### src/rtl/uart_mmio_port.sv
// Memory-mapped UART peripheral: mid-bit sampling RX feeding a byte FIFO,
// single-byte TX serializer, sticky status flags and a registered RX interrupt.
// Bit time is DIV = CLK_HZ/BAUD clock cycles (DIV must be at least 2).
module uart_mmio_port #(
    parameter int CLK_HZ     = 27000000,
    parameter int BAUD       = 115200,
    parameter int FIFO_DEPTH = 16
) (
    input  logic        clkout,
    input  logic        ext_reset,
    input  logic        ren,
    input  logic        wen,
    input  logic [1:0]  address,
    input  logic [31:0] data_in,
    input  logic [3:0]  byte_select,
    output logic [31:0] data_out,
    input  logic        uart_rx,
    output logic        uart_tx,
    output logic        rx_irq
);

    localparam int DIV   = CLK_HZ / BAUD;
    localparam int CNT_W = $clog2(DIV + 1);
    localparam int AW    = $clog2(FIFO_DEPTH);
    localparam int CW    = AW + 1;

    localparam logic [CNT_W-1:0] DIV_C  = CNT_W'(DIV);
    localparam logic [CNT_W-1:0] HALF_C = CNT_W'(DIV / 2);
    localparam logic [CNT_W-1:0] ONE_C  = CNT_W'(1);
    localparam logic [CW-1:0]    FULL_C = CW'(FIFO_DEPTH);

    typedef enum logic [1:0] {RX_IDLE = 2'd0, RX_START = 2'd1, RX_DATA = 2'd2, RX_STOP = 2'd3} rx_state_t;
    typedef enum logic [1:0] {TX_IDLE = 2'd0, TX_START = 2'd1, TX_DATA = 2'd2, TX_STOP = 2'd3} tx_state_t;

    // ---------------- bus decode ----------------
    logic ren_q_r;
    logic wr_en_s, tx_wr_s, pop_s, push_s, push_ok_s, frame_err_set_s;
    logic rx_overflow_r, frame_err_r, ctrl_irq_en_r, rx_irq_r;
    logic [CW-1:0] rx_count_r;
    logic [AW-1:0] wr_ptr_r, rd_ptr_r;
    logic [7:0]    fifo_mem_r [FIFO_DEPTH];
    logic          rx_nonempty_s, rx_full_s;

    assign wr_en_s       = wen & byte_select[0];
    assign tx_wr_s       = wr_en_s & (address == 2'd1);
    assign rx_nonempty_s = (rx_count_r != {CW{1'b0}});
    assign rx_full_s     = (rx_count_r == FULL_C);
    assign pop_s         = ren & ~ren_q_r & (address == 2'd0) & rx_nonempty_s;

    logic unused_s;
    assign unused_s = ^{data_in[31:8], byte_select[3:1]};

    // Read-strobe history so a held ren pops only once
    always_ff @(posedge clkout or negedge ext_reset) begin
        if (!ext_reset) begin
            ren_q_r <= 1'b0;
        end else begin
            ren_q_r <= ren;
        end
    end

    // ---------------- RX path ----------------
    logic rx_meta_r, rx_sync_r, rx_prev_r;
    rx_state_t rx_state_r, rx_state_n;
    logic [CNT_W-1:0] rx_cnt_r, rx_cnt_n;
    logic [7:0] rx_shift_r, rx_shift_n;
    logic [2:0] rx_bit_r, rx_bit_n;
    logic rx_expire_s;

    // Two-flop synchroniser plus one history flop for falling-edge detection
    always_ff @(posedge clkout or negedge ext_reset) begin
        if (!ext_reset) begin
            rx_meta_r <= 1'b1;
            rx_sync_r <= 1'b1;
            rx_prev_r <= 1'b1;
        end else begin
            rx_meta_r <= uart_rx;
            rx_sync_r <= rx_meta_r;
            rx_prev_r <= rx_sync_r;
        end
    end

    assign rx_expire_s = (rx_cnt_r == ONE_C);

    // RX state and datapath registers
    always_ff @(posedge clkout or negedge ext_reset) begin
        if (!ext_reset) begin
            rx_state_r <= RX_IDLE;
            rx_cnt_r   <= {CNT_W{1'b0}};
            rx_shift_r <= 8'h00;
            rx_bit_r   <= 3'd0;
        end else begin
            rx_state_r <= rx_state_n;
            rx_cnt_r   <= rx_cnt_n;
            rx_shift_r <= rx_shift_n;
            rx_bit_r   <= rx_bit_n;
        end
    end

    // RX next state: half-bit wait to mid start bit, then one sample per bit time
    always_comb begin
        rx_state_n      = rx_state_r;
        rx_cnt_n        = rx_cnt_r;
        rx_shift_n      = rx_shift_r;
        rx_bit_n        = rx_bit_r;
        push_s          = 1'b0;
        frame_err_set_s = 1'b0;
        case (rx_state_r)
            RX_IDLE: begin
                if (rx_prev_r && !rx_sync_r) begin
                    rx_state_n = RX_START;
                    rx_cnt_n   = HALF_C;
                end else begin
                    rx_state_n = RX_IDLE;
                end
            end
            RX_START: begin
                if (rx_expire_s) begin
                    if (!rx_sync_r) begin
                        rx_state_n = RX_DATA;
                        rx_cnt_n   = DIV_C;
                        rx_bit_n   = 3'd0;
                    end else begin
                        rx_state_n = RX_IDLE;   // false start
                    end
                end else begin
                    rx_cnt_n = rx_cnt_r - ONE_C;
                end
            end
            RX_DATA: begin
                if (rx_expire_s) begin
                    rx_shift_n = {rx_sync_r, rx_shift_r[7:1]};
                    rx_cnt_n   = DIV_C;
                    if (rx_bit_r == 3'd7) begin
                        rx_state_n = RX_STOP;
                    end else begin
                        rx_bit_n = rx_bit_r + 3'd1;
                    end
                end else begin
                    rx_cnt_n = rx_cnt_r - ONE_C;
                end
            end
            RX_STOP: begin
                if (rx_expire_s) begin
                    rx_state_n = RX_IDLE;
                    if (rx_sync_r) begin
                        push_s = 1'b1;
                    end else begin
                        frame_err_set_s = 1'b1;
                    end
                end else begin
                    rx_cnt_n = rx_cnt_r - ONE_C;
                end
            end
            default: begin
                rx_state_n = RX_IDLE;
            end
        endcase
    end

    // ---------------- RX FIFO ----------------
    // A pop in the same cycle frees the slot, so a push at full is still accepted
    assign push_ok_s = push_s & (~rx_full_s | pop_s);

    // FIFO pointers and occupancy
    always_ff @(posedge clkout or negedge ext_reset) begin
        if (!ext_reset) begin
            wr_ptr_r   <= {AW{1'b0}};
            rd_ptr_r   <= {AW{1'b0}};
            rx_count_r <= {CW{1'b0}};
        end else begin
            if (push_ok_s) begin
                wr_ptr_r <= wr_ptr_r + {{(AW-1){1'b0}}, 1'b1};
            end
            if (pop_s) begin
                rd_ptr_r <= rd_ptr_r + {{(AW-1){1'b0}}, 1'b1};
            end
            case ({push_ok_s, pop_s})
                2'b10:   rx_count_r <= rx_count_r + {{(CW-1){1'b0}}, 1'b1};
                2'b01:   rx_count_r <= rx_count_r - {{(CW-1){1'b0}}, 1'b1};
                default: rx_count_r <= rx_count_r;
            endcase
        end
    end

    // FIFO storage (no reset needed; head is masked while empty)
    always_ff @(posedge clkout) begin
        if (push_ok_s) begin
            fifo_mem_r[wr_ptr_r] <= rx_shift_r;
        end
    end

    // ---------------- TX path ----------------
    tx_state_t tx_state_r, tx_state_n;
    logic [CNT_W-1:0] tx_cnt_r, tx_cnt_n;
    logic [7:0] tx_shift_r, tx_shift_n;
    logic [2:0] tx_bit_r, tx_bit_n;
    logic uart_tx_r, uart_tx_n;
    logic tx_expire_s, tx_busy_s;

    assign tx_expire_s = (tx_cnt_r == ONE_C);
    assign tx_busy_s   = (tx_state_r != TX_IDLE);

    // TX state, datapath and line register
    always_ff @(posedge clkout or negedge ext_reset) begin
        if (!ext_reset) begin
            tx_state_r <= TX_IDLE;
            tx_cnt_r   <= {CNT_W{1'b0}};
            tx_shift_r <= 8'h00;
            tx_bit_r   <= 3'd0;
            uart_tx_r  <= 1'b1;
        end else begin
            tx_state_r <= tx_state_n;
            tx_cnt_r   <= tx_cnt_n;
            tx_shift_r <= tx_shift_n;
            tx_bit_r   <= tx_bit_n;
            uart_tx_r  <= uart_tx_n;
        end
    end

    // TX next state: each line level is registered and held for DIV cycles
    always_comb begin
        tx_state_n = tx_state_r;
        tx_cnt_n   = tx_cnt_r;
        tx_shift_n = tx_shift_r;
        tx_bit_n   = tx_bit_r;
        uart_tx_n  = uart_tx_r;
        case (tx_state_r)
            TX_IDLE: begin
                if (tx_wr_s) begin
                    tx_state_n = TX_START;
                    tx_cnt_n   = DIV_C;
                    tx_shift_n = data_in[7:0];
                    uart_tx_n  = 1'b0;
                end else begin
                    uart_tx_n = 1'b1;
                end
            end
            TX_START: begin
                if (tx_expire_s) begin
                    tx_state_n = TX_DATA;
                    tx_cnt_n   = DIV_C;
                    tx_bit_n   = 3'd0;
                    uart_tx_n  = tx_shift_r[0];
                end else begin
                    tx_cnt_n = tx_cnt_r - ONE_C;
                end
            end
            TX_DATA: begin
                if (tx_expire_s) begin
                    tx_cnt_n = DIV_C;
                    if (tx_bit_r == 3'd7) begin
                        tx_state_n = TX_STOP;
                        uart_tx_n  = 1'b1;
                    end else begin
                        tx_bit_n   = tx_bit_r + 3'd1;
                        tx_shift_n = {1'b0, tx_shift_r[7:1]};
                        uart_tx_n  = tx_shift_r[1];
                    end
                end else begin
                    tx_cnt_n = tx_cnt_r - ONE_C;
                end
            end
            TX_STOP: begin
                if (tx_expire_s) begin
                    tx_state_n = TX_IDLE;
                    uart_tx_n  = 1'b1;
                end else begin
                    tx_cnt_n = tx_cnt_r - ONE_C;
                end
            end
            default: begin
                tx_state_n = TX_IDLE;
                uart_tx_n  = 1'b1;
            end
        endcase
    end

    assign uart_tx = uart_tx_r;

    // ---------------- status, control, interrupt ----------------
    // Sticky flags: a set event in the same cycle as a clear wins
    always_ff @(posedge clkout or negedge ext_reset) begin
        if (!ext_reset) begin
            rx_overflow_r <= 1'b0;
            frame_err_r   <= 1'b0;
            ctrl_irq_en_r <= 1'b0;
        end else begin
            if (push_s && rx_full_s && !pop_s) begin
                rx_overflow_r <= 1'b1;
            end else if (wr_en_s && (address == 2'd2) && data_in[1]) begin
                rx_overflow_r <= 1'b0;
            end
            if (frame_err_set_s) begin
                frame_err_r <= 1'b1;
            end else if (wr_en_s && (address == 2'd2) && data_in[3]) begin
                frame_err_r <= 1'b0;
            end
            if (wr_en_s && (address == 2'd3)) begin
                ctrl_irq_en_r <= data_in[0];
            end
        end
    end

    // Interrupt follows enable and FIFO occupancy one cycle later
    always_ff @(posedge clkout or negedge ext_reset) begin
        if (!ext_reset) begin
            rx_irq_r <= 1'b0;
        end else begin
            rx_irq_r <= ctrl_irq_en_r & rx_nonempty_s;
        end
    end

    assign rx_irq = rx_irq_r;

    logic [7:0] head_s;
    logic [4:0] count5_s;
    assign head_s   = rx_nonempty_s ? fifo_mem_r[rd_ptr_r] : 8'h00;
    assign count5_s = 5'(rx_count_r);

    // Read mux, combinational from address and current state
    always_comb begin
        data_out = 32'h0000_0000;
        case (address)
            2'd0:    data_out = {23'd0, rx_nonempty_s, head_s};
            2'd1:    data_out = 32'h0000_0000;
            2'd2:    data_out = {23'd0, count5_s, frame_err_r, tx_busy_s, rx_overflow_r, rx_nonempty_s};
            2'd3:    data_out = {31'd0, ctrl_irq_en_r};
            default: data_out = 32'h0000_0000;
        endcase
    end

endmodule

### config.mk
export PLATFORM = sky130hd
export DESIGN_NAME = uart_mmio_port
export DESIGN_NICKNAME = d
export VERILOG_FILES = /design/src/rtl/uart_mmio_port.sv
export SDC_FILE = /design/constraint.sdc
export NUM_CORES = 1
export LEC_CHECK = 0
export BUFFER_PORTS_ARGS = -buffer_cell sky130_fd_sc_hd__buf_2
export CAP_MARGIN = 15
export CORE_UTILIZATION = 25
export CTS_CLUSTER_SIZE = 25
export DETAILED_ROUTE_END_ITERATION = 16
export PLACE_DENSITY = 0.37
export SLEW_MARGIN = 20
export SYNTH_ARGS = -nofsm -noshare
export SYNTH_HDL_FRONTEND = slang
export SYNTH_SLANG_ARGS = --single-unit
### constraint.sdc
create_clock -name clkout -period 5.2 [get_ports clkout]
set_input_delay 0.26 -clock clkout [delete_from_list [all_inputs] [get_ports clkout]]
set_output_delay 0.26 -clock clkout [all_outputs]
set_load 0.005 [all_outputs]
# Word level (Yosys, flattened, before mapping)
# Memories as Yosys holds them, arrays and structs flattened.
# Cells that the tools add are included.
[word_totals]
ramBits = 128
ff_bits = 64
romBits = 0
mem_count = 1
elab_cells = 158
latch_bits = 0
in_bits = 43
[op_classes]
n_addsub = 8
n_eq_ne = 32
n_shift = 0
n_bitwise = 10
n_lt_le_gt_ge = 0
div = 0
mul = 0
n_reduce_logical = 30
n_mux = 57
[memory_table]
columns = ["name", "depth", "word_bits", "rd", "rd_ports_with_merged_regs", "wr", "line", "source"]
rows = [
  ["fifo_mem_r", 16, 8, 1, 0, 1, "41", "logic [7:0] fifo_mem_r [FIFO_DEPTH];"],
]
[op_table]
columns = ["operator", "n"]
rows = [
  ["$pmux W32 S4", 1],
  ["$mux W8", 12],
  ["$pmux W8 S4", 1],
  ["$ne A2 B2 Y1 const B", 15],
  ["$pmux W8 S3", 1],
  ["$mux W3", 7],
  ["$mux W2", 10],
  ["$mux W1", 18],
  ["$eq A8 B1 Y1 const B", 2],
  ["$pmux W2 S4", 2],
  ["$pmux W8 S2", 1],
  ["$sub A8 B1 Y8 const B", 2],
  ["$eq A2 B2 Y1 const B", 7],
  ["$reduce_bool A2 Y1", 7],
  ["$pmux W3 S2", 2],
  ["$reduce_and A4 Y1", 3],
  ["$pmux W5 S2", 1],
  ["$reduce_and A5 Y1", 2],
  ["$add A4 B1 Y4 const B", 2],
  ["$eq A2 B1 Y1 const B", 4],
  ["$and A1 B1 Y1", 7],
  ["$logic_and A1 B1 Y1", 7],
  ["$add A3 B1 Y3 const B", 2],
  ["$eq A3 B3 Y1 const B", 2],
  ["13 further kinds", 19],
]

# Longest topological paths before layout
# Gate-level depths: netlist of run 1.
[logic_depth]
ltp_word = 8
depth_mapped = 12
depth_no_buf = 11

# Least setup slack after synthesis of run 1
# OpenSTA, ideal clock, no wires.
[synth_path]
path_kind = "register to register"
start = "register rx_cnt_r[1]"
end = "register rx_count_r[4] (netlist: count5_s[4])"
required_time_ns = 5.110
t_arrival_ns = 2.653
path_stages_with_launch = 13
setup_slack_ns = 2.457
cell_sequence = "dfrtp_1 -> inv_1 -> ha_1 -> nor3b_2 -> and4_1 -> buf_2 -> nor3_2 -> ha_1 -> a21o_1 -> a21o_1 -> nand2b_1 -> or3_1 -> o2111ai_1"
[synth_between]
elab_chain_cells = 6
word_cells_on_any_way = 8
classes_between = "eq/ne: 3; mux: 3; bitwise: 1; reduce/logical: 1"
[synth_lines]
columns = ["element", "line", "source"]
rows = [
  ["from (decl)", "65", "logic [CNT_W-1:0] rx_cnt_r, rx_cnt_n;"],
  ["from (signal assigned)", "89", "rx_cnt_r <= {CNT_W{1'b0}};"],
  ["from (signal assigned)", "94", "rx_cnt_r <= rx_cnt_n;"],
  ["$eq A8 B1 Y1 *", "83", "assign rx_expire_s = (rx_cnt_r == ONE_C);"],
  ["$mux W1 *", "144", "if (rx_expire_s) begin"],
  ["$mux W1 *", "108", "case (rx_state_r)"],
  ["$and A1 B1 Y1 *", "163", "assign push_ok_s = push_s & (~rx_full_s | pop_s);"],
  ["$eq A2 B1 Y1 / $eq A2 B2 Y1 (equally long branches)", "178", "case ({push_ok_s, pop_s})"],
  ["$pmux W5 S2 / $reduce_bool A2 Y1 (equally long branches)", "--", ""],
  ["to (signal assigned)", "179", "2'b10: rx_count_r <= rx_count_r + {{(CW-1){1'b0}}, 1'b1};"],
  ["to (signal assigned)", "180", "2'b01: rx_count_r <= rx_count_r - {{(CW-1){1'b0}}, 1'b1};"],
  ["to (signal assigned)", "181", "default: rx_count_r <= rx_count_r;"],
  ["to (decl)", "39", "logic [CW-1:0] rx_count_r;"],
]
# Mark *: on every way between the ends. The rest lies on a longest branch, timed or not.
# A chain may end at the register's enable or synchronous reset.

# Worst setup path in the final report of run 1
[layout_path]
start = "register rd_ptr_r[1]"
end = "output port data_out[4]"
[layout_between]
elab_chain_cells = 3
[layout_lines]
columns = ["element", "line", "source"]
rows = [
  ["from (decl)", "40", "logic [AW-1:0] wr_ptr_r, rd_ptr_r;"],
  ["from (signal assigned)", "169", "rd_ptr_r <= {AW{1'b0}};"],
  ["from (signal assigned)", "176", "rd_ptr_r <= rd_ptr_r + {{(AW-1){1'b0}}, 1'b1};"],
  ["$mem_v2 Z16 W8", "--", ""],
  ["$mux W8", "318", "assign head_s = rx_nonempty_s ? fifo_mem_r[rd_ptr_r] : 8'h00;"],
  ["$pmux W32 S4", "324", "case (address)"],
  ["to (decl)", "16", "output logic [31:0] data_out,"],
]
# Every way passes these cells. The select of a mux whose other input is x is not followed.

==> results of run 1 <==
worst max path at each step:
stage,from,endpoint,cells after the start
after floorplan,rx_cnt_r[1],count5_s[4],12
after global placement,rx_cnt_r[1],fifo_mem_r[14][4],7
after detailed placement,rx_cnt_r[1],fifo_mem_r[14][4],7
after CTS,rd_ptr_r[1],data_out[4],6
after global routing,rd_ptr_r[1],data_out[4],6
final,rd_ptr_r[1],data_out[4],6
registers in the layout, summed over array words and instances (netlist names), 2 cells and up, named ones only:
register,flops
rd_ptr_r,4
rx_cnt_r,8
fifo_mem_r,128
tx_bit_r,3
tx_shift_r,8
wr_ptr_r,4
rx_bit_r,3
tx_state_r,2
count5_s,5
rx_shift_r,8
tx_cnt_r,8
worst max-delay path: cells and delay by family (launching register included):
family | cells | cell delay, ns
simple gates | 1 | 0.10
mux | 2 | 0.86
flops | 1 | 0.90
buf+inv | 2 | 0.54
compound gates | 1 | 0.31
area by class of cell:
cell class                      instances  area (um^2)  share of cell area [%]
Inverter                               25         93.8                   0.931
Timing Repair Buffer                   36          210                    2.08
Clock inverter                         15          180                    1.79
Clock buffer                           17          425                    4.22
Sequential cell                       192         5450                    54.1
Tap cell                              455          569                    5.65
Multi-Input combinational cell        364         3150                    31.3
per-stage QoR:
step                      cell area [um^2]  power [W]  setup slack, ns
after detailed placement              9460    0.00340             1.96
after global routing                 10100    0.00498             1.43
after global placement                9450    0.00336             1.98
final                                10100    0.00467             1.78
after CTS                            10100    0.00474             1.52
after floorplan                       8980    0.00305             2.46
report_power, final:
part	internal (W)	switching [W]
combinational	0.000624	0.000689
clock	0.000657	0.000666
sequential	0.00179	0.000247
per-layer routing:
metal	vias to the layer above	global-route usage, %
li1	2315	-
met1	2535	16.0
met2	75	18.7
met3	7	2.37
met4	0	2.40
met5	-	0
kinds of logic (layout without fill, tap and decap cells):
| logic type | after synthesis | in the layout | synth area share, % |
|---|---|---|---|
| flops | 192 | 192 | 61.2 |
| simple gates | 130 | 130 | 8.20 |
| compound gates | 103 | 103 | 7.85 |
| buf+inv | 75 | 93 | 4.58 |
| mux | 72 | 72 | 13.3 |
| fa+ha+maj | 26 | 26 | 3.74 |
| xor+xnor | 10 | 10 | 1.07 |
| other cells | 1 | 23 | 0.0421 |
layout by cell type, fill, tap and decap left out, types with 8 or more instances in the layout:
master,count
sky130_fd_sc_hd__o21ai_0,22
sky130_fd_sc_hd__conb_1,23
sky130_fd_sc_hd__buf_4,8
sky130_fd_sc_hd__edfxtp_1,128
sky130_fd_sc_hd__clkbuf_16,17
sky130_fd_sc_hd__a21o_1,9
sky130_fd_sc_hd__and2_1,9
sky130_fd_sc_hd__nand2_1,38
sky130_fd_sc_hd__nor2_1,24
sky130_fd_sc_hd__a21oi_1,25
sky130_fd_sc_hd__inv_8,8
sky130_fd_sc_hd__dfrtp_1,58
sky130_fd_sc_hd__nand3_1,10
sky130_fd_sc_hd__buf_2,26
sky130_fd_sc_hd__mux4_2,33
sky130_fd_sc_hd__mux2_2,38
sky130_fd_sc_hd__inv_1,25
sky130_fd_sc_hd__ha_1,25
timing repair:
| action | 4_1_cts | 5_1_grt |
|---|---|---|
| gates resized for setup | 0 | 0 |
| hold endpoints to repair | 2 | 0 |
| endpoints found under the setup margin | 0 | 0 |
| hold buffers | 2 | 0 |
==> qor.csv, run 1 <==
metric,value,unit
status,"finished, violations left",
violated_checks,hold timing,
floorplan.initialDensity,25.6,%
num_io_pins,77,
worst-r2r-setup-slack,2.02,ns
synth.largest_area_cell,sky130_fd_sc_hd__edfxtp_1,
maxCapViolations,0,
detailed_place_hpwl,13.1,mm
setup_repair_after_global_routing_missed_its_margin,no,
r2r-end,fifo_mem_r[14][5],
worst_ep_arrival_time,3.16,ns
finalSetupViolCount,0,
dieArea,36400,um^2
cpMaxStageDelayCell,sky130_fd_sc_hd__dfrtp_2,
final_core_util,29.0,%
postSynthRegisterBits,192,
ctsHtreeMaxLevel,4,
clk_root_buffer_cell,sky130_fd_sc_hd__clkbuf_16,
synth_sequential_area_ratio,61.2,%
worst_r2r_path_depth,7,
final.fill_count,3472,
vdd_drop_max,0.232,mV
worst_pin_slew,1.05,ns
timing_max_transition_violations_final,0,
post_cts_buffers,0,
clk_path_buf_depth,2,
antenna_found_initial,0,
die_height,191,um
worst_clock_skew,0.0150,ns
area_growth_syn_to_layout,13.3,%
timing.slew.headroom,29.7,%
finalNetCount,705,
yosys-top-cells-count,"sky130_fd_sc_hd__edfxtp_1 (128), sky130_fd_sc_hd__dfrtp_1 (60), sky130_fd_sc_hd__mux2_2 (38), sky130_fd_sc_hd__nand2_1 (38), sky130_fd_sc_hd__mux4_2 (33)",
drcViolationCount,0,
cell_count_after_placement,1070,
crit_path_end_kind,output port,
p_per_area,463,nW/um^2
tritoncts,done,
detailedRoute.firstIterationViolations,204,
top_layer,met4,
dr_wl_met3,537,um
drt_first_pass_iters,4,
post_synth_instance_area,8900,um^2
finish.cell_count_without_fillers,1104,
final.setup.tns,0,ns
detail_route.vias_per_cell,4.47,
period_minus_slack,3.42,ns
grt_start_max_net_pins,65,
buffer_ports.inserted,26,
clk_pin_slew,0.08,ns
hp-class,in2async,
synth.distinct_cells,68,
final_layout_size_suffix_gt1_share,25.9,%
yosysWarningCount,0,
vias_in_the_first_global_route,5148,
antenna_cells_inserted,0,
detail_route.wl_per_cell,18.0,um
power_leakage,3.76,nW
min_period_over_period,65.8,%
cell_chain_of_the_critical_path,buf_4 -> mux4_2 -> mux2_2 -> a22oi_1 -> nand2_1 -> buf_2,
postSynth.topFlopCell,sky130_fd_sc_hd__edfxtp_1,
synth_enable_flop_cells,128,
yosys.area.top_type_share,43.2,%
vias_after_detailed_routing,4932,
grt_first_pass_wirelength,31.1,mm
cts.sink_count,192,
synth_async_sr_flop_share,33.3,%
global_route.usage.total,11.6,%
std_cell_rows,68,
clock_latency,0.43,ns
r2r-start,rx_cnt_r[1],
finalHoldWorstSlack,-0.00895,ns
critical_path_data_required_time,4.94,ns
core_area,34800,um^2
route.layer.met1.wl,9.47,mm
post_synth.cell_area_avg,14.6,um^2
timing.critical_path.from_type,register,
place_congestion,0.765,
yosysMostFrequentCell,sky130_fd_sc_hd__edfxtp_1,
critical_path.max_stage_delay,0.90,ns
maximum_fanout_count_along_the_critical_path,24,
worst-setup-path-type,reg2out,
aggregate_global_routing_overflow,0,
inserted_clock_buffers,17,
die_w,191,um
met2RoutedLength,9.78,mm
route.final.wire_length,19.9,mm
post_synth_inst_count,609,
synth_area_leaders,"sky130_fd_sc_hd__edfxtp_1 (43%), sky130_fd_sc_hd__dfrtp_1 (17%), sky130_fd_sc_hd__mux4_2 (8.4%)",
detail-route-antenna-nets,0,
hold_violations,4,
achievable-frequency,292,MHz
Note: power is estimated with default switching activity, not from simulation.
==> run 2, diff against run 1 <==
--- a/config.mk
+++ b/config.mk
@@ -10,7 +10,7 @@
 export CORE_UTILIZATION = 25
 export CTS_CLUSTER_SIZE = 25
 export DETAILED_ROUTE_END_ITERATION = 16
-export PLACE_DENSITY = 0.37
+export PLACE_DENSITY = 0.38
 export SLEW_MARGIN = 20
 export SYNTH_ARGS = -nofsm -noshare
 export SYNTH_HDL_FRONTEND = slang
==> constraint.sdc (replaced) <==
create_clock -name clkout -period 2.99 [get_ports clkout]
set_input_delay 0.1495 -clock clkout [delete_from_list [all_inputs] [get_ports clkout]]
set_output_delay 0.1495 -clock clkout [all_outputs]
set_load 0.005 [all_outputs]
==> run 2 against run 1 <==
  * The flow now finishes without violations
  * Global-route usage rose by 0.31 points
  * Largest power group unchanged
  * Total power is 75% higher
  * Highest routed layer unchanged
  * Combinational power increased by 92%
==> qor.csv, run 2 (synthesized netlist as in run 1, its figures left out) <==
metric,value,unit,change
achievable-frequency,349,MHz,
worst_clock_skew,0.0127,ns,was 0.0150 ns
grt_first_pass_wirelength,32.0,mm,was 31.1 mm
ctsHtreeMaxLevel,4,,unchanged
hp-class,in2reg,,was in2async
worst-setup-path-type,reg2reg,,was reg2out
detailed_place_hpwl,13.2,mm,was 13.1 mm
worst_ep_arrival_time,3.22,ns,was 3.16 ns
hold_violations,0,,was 4
drcViolationCount,0,,unchanged
r2r-end,count5_s[4],,was fifo_mem_r[14][5]
cp_num_buf_inv,0,,was 2
power_leakage,3.87,nW,was 3.76 nW
antenna_cells_inserted,0,,unchanged
post_cts_buffers,0,,unchanged
clk_path_buf_depth,2,,unchanged
detail_route.wl_per_cell,17.8,um,was 18.0 um
timing.critical_path.from_type,register,,unchanged
maximum_fanout_count_along_the_critical_path,6,,was 24
dieArea,36400,um^2,unchanged
antenna_found_initial,0,,unchanged
final.fill_count,3473,,"was 3,472"
p_switching,0.00276,W,was 0.00160 W
min_period_over_period,95.9,%,
placed_area,9640,um^2,was 9460 um^2
die_w,191,um,unchanged
layout.cells.most_common,sky130_fd_sc_hd__edfxtp_1,,unchanged
clk_pin_slew,0.08,ns,about the same
detail-route-antenna-nets,0,,unchanged
final_area,10300,um^2,"was 10,100 um^2"
critical_path.max_stage_delay,0.60,ns,was 0.90 ns
setup.worst_path.start,count5_s[1],,was rd_ptr_r[1]
finalSetupViolCount,0,,unchanged
detailedRoute.firstIterationViolations,299,,was 204
vias_after_detailed_routing,5019,,"was 4,932"
p_per_area,794,nW/um^2,was 463 nW/um^2
cts.sink_count,192,,unchanged
vias_in_the_first_global_route,5354,,"was 5,148"
finish.cell_count_without_fillers,1128,,"was 1,104"
tritoncts,done,,unchanged
vdd_drop_max,0.462,mV,was 0.232 mV
timing.slew.headroom,57.7,%,was 29.7%
cpMaxStageDelayCell,sky130_fd_sc_hd__or4_1,,was sky130_fd_sc_hd__dfrtp_2
critical_path_data_required_time,3.34,ns,was 4.94 ns
die_height,191,um,unchanged
timing_max_transition_violations_final,0,,unchanged
largest_reg_flops,128,,unchanged
whs_endpoint,rx_overflow_r,,
r2r-start,count5_s[1],,was rx_cnt_r[1]
worst-r2r-setup-slack,0.12,ns,was 2.02 ns
final_cell_mix,"sky130_fd_sc_hd__edfxtp_1 (128), sky130_fd_sc_hd__dfrtp_1 (59), sky130_fd_sc_hd__nand2_1 (38), sky130_fd_sc_hd__mux2_2 (38), sky130_fd_sc_hd__mux4_2 (33)",,"was sky130_fd_sc_hd__edfxtp_1 (128), sky130_fd_sc_hd__dfrtp_1 (58), sky130_fd_sc_hd__nand2_1 (38), sky130_fd_sc_hd__mux2_2 (38), sky130_fd_sc_hd__mux4_2 (33)"
num_io_pins,77,,unchanged
cell_count_after_placement,1091,,"was 1,070"
clk_root_buffer_cell,sky130_fd_sc_hd__clkbuf_16,,unchanged
crit_path_frequent_cell,sky130_fd_sc_hd__a21o_1,,
cp_top_family,simple AND/OR/NAND/NOR gates,,was flip-flops
fraction_of_power_spent_switching_nets,33.8,%,was 34.3%
worst_r2r_path_depth,9,,was 7
place_congestion,0.786,,was 0.765
cell_chain_of_the_critical_path,or4_1 -> nor2_1 -> nor3_4 -> fa_1 -> a21o_1 -> a21o_1 -> nand2b_1 -> or3_1 -> o2111ai_1,,was buf_4 -> mux4_2 -> mux2_2 -> a22oi_1 -> nand2_1 -> buf_2
buffer_ports.inserted,26,,unchanged
crit_path_end_kind,register,,was output port
floorplan.initialDensity,25.6,%,unchanged
global_route.usage.total,11.9,%,was 11.6%
core_area,34800,um^2,unchanged
worst_pin_slew,0.635,ns,was 1.05 ns
hold_path.startpoint,byte_select[0],,
status,finished clean,,"was finished, violations left"
drt_first_pass_iters,4,,unchanged
internal_power,0.00540,W,was 0.00307 W
worst_hold_path_cells,4,,
regMostFlops,fifo_mem_r,,unchanged
clock_latency,0.44,ns,was 0.43 ns
std_cell_rows,68,,unchanged
final_layout_size_suffix_gt1_share,28.1,%,was 25.9%
area_growth_syn_to_layout,15.5,%,was 13.3%
inserted_clock_buffers,17,,unchanged
route.final.wire_length,20.1,mm,was 19.9 mm
aggregate_global_routing_overflow,0,,unchanged
finalNetCount,729,,was 705
period_minus_slack,2.87,ns,
pwr-share-seq,42.0,%,was 43.5%
maxCapViolations,0,,unchanged
detail_route.vias_per_cell,4.45,,was 4.47
grt_start_max_net_pins,65,,unchanged
power.share.combinational,30.8,%,was 28.1%
clockPowerShare,27.2,%,was 28.3%
[run 2: per-stage QoR]
| step | power [W] | util [%] | setup TNS, ns | hold WS (ns) | setup WS, ns |
|---|---|---|---|---|---|
| 6_report | 0.00816 | 29.5 | 0 | 0.0639 | 0.122 |
| 5_1_grt | 0.00871 | 29.5 | -0.00925 | 0.0633 | -0.00925 |
| 4_1_cts | 0.00827 | 29.5 | 0 | 0.0402 | 0.0741 |
| 3_5_place_dp | 0.00601 | 27.7 | 0 | 0.212 | 0.154 |
| 3_3_place_gp | 0.00597 | 27.7 | 0 | 0.208 | 0.188 |
| 2_1_floorplan | 0.00530 | - | 0 | -0.146 | 0.247 |
[run 2: layer usage]
metal | share of wire [%] | global-route usage (%) | vias to the layer above | routed length, um
met2 | 48 | 19.6 | 66 | 9680
met5 | 0 | 0 | - | 0
met1 | 48 | 15.7 | 2574 | 9640
li1 | - | - | 2366 | -
met4 | 1.7 | 4.15 | 0 | 337
met3 | 2.0 | 1.99 | 13 | 411
[run 2: power by group through the flow]
stage / Combinational, W / Clock, W / Sequential [W]
floorplan: 0.00193 / 0 / 0.00338
global placement: 0.00250 / 0 / 0.00347
detailed placement: 0.00252 / 0 / 0.00349
CTS: 0.00254 / 0.00230 / 0.00343
global route: 0.00283 / 0.00240 / 0.00348
finish: 0.00251 / 0.00221 / 0.00343
[run 2: cell type report]
class,instances,area (um^2),share of cell area [%]
Clock buffer,17,425,4.14
Multi-Input combinational cell,364,3170,30.8
Inverter,25,93.8,0.913
Sequential cell,192,5450,53.1
Timing Repair Buffer,60,423,4.12
Tap cell,455,569,5.54
Clock inverter,15,144,1.40
[run 2: worst max path at each step]
stage / end / slack, ns / depth (start not counted)
detailed placement: count5_s[4] / 0.15 / 11
global route: count5_s[4] / -0.009 / 9
finish: count5_s[4] / 0.12 / 9
floorplan: count5_s[4] / 0.25 / 12
global placement: count5_s[4] / 0.19 / 11
CTS: data_out[4] / 0.07 / 7
[run 2: worst reg2reg max path: cells and delay by family, from the launching register on]
| kind | cells | cell delay (ns) |
|---|---|---|
| and+or+nand+nor | 5 | 1.45 |
| AOI/OAI and AO/OA | 3 | 0.48 |
| DFF | 1 | 0.45 |
| adders and majority gates | 1 | 0.41 |
[run 2: timing repair]
action,4_1_cts,5_1_grt
hold buffers,5,0
endpoints found under the hold margin,64,0
resized for setup,1,3
pin swaps,0,0
endpoints found under the setup margin,1,4
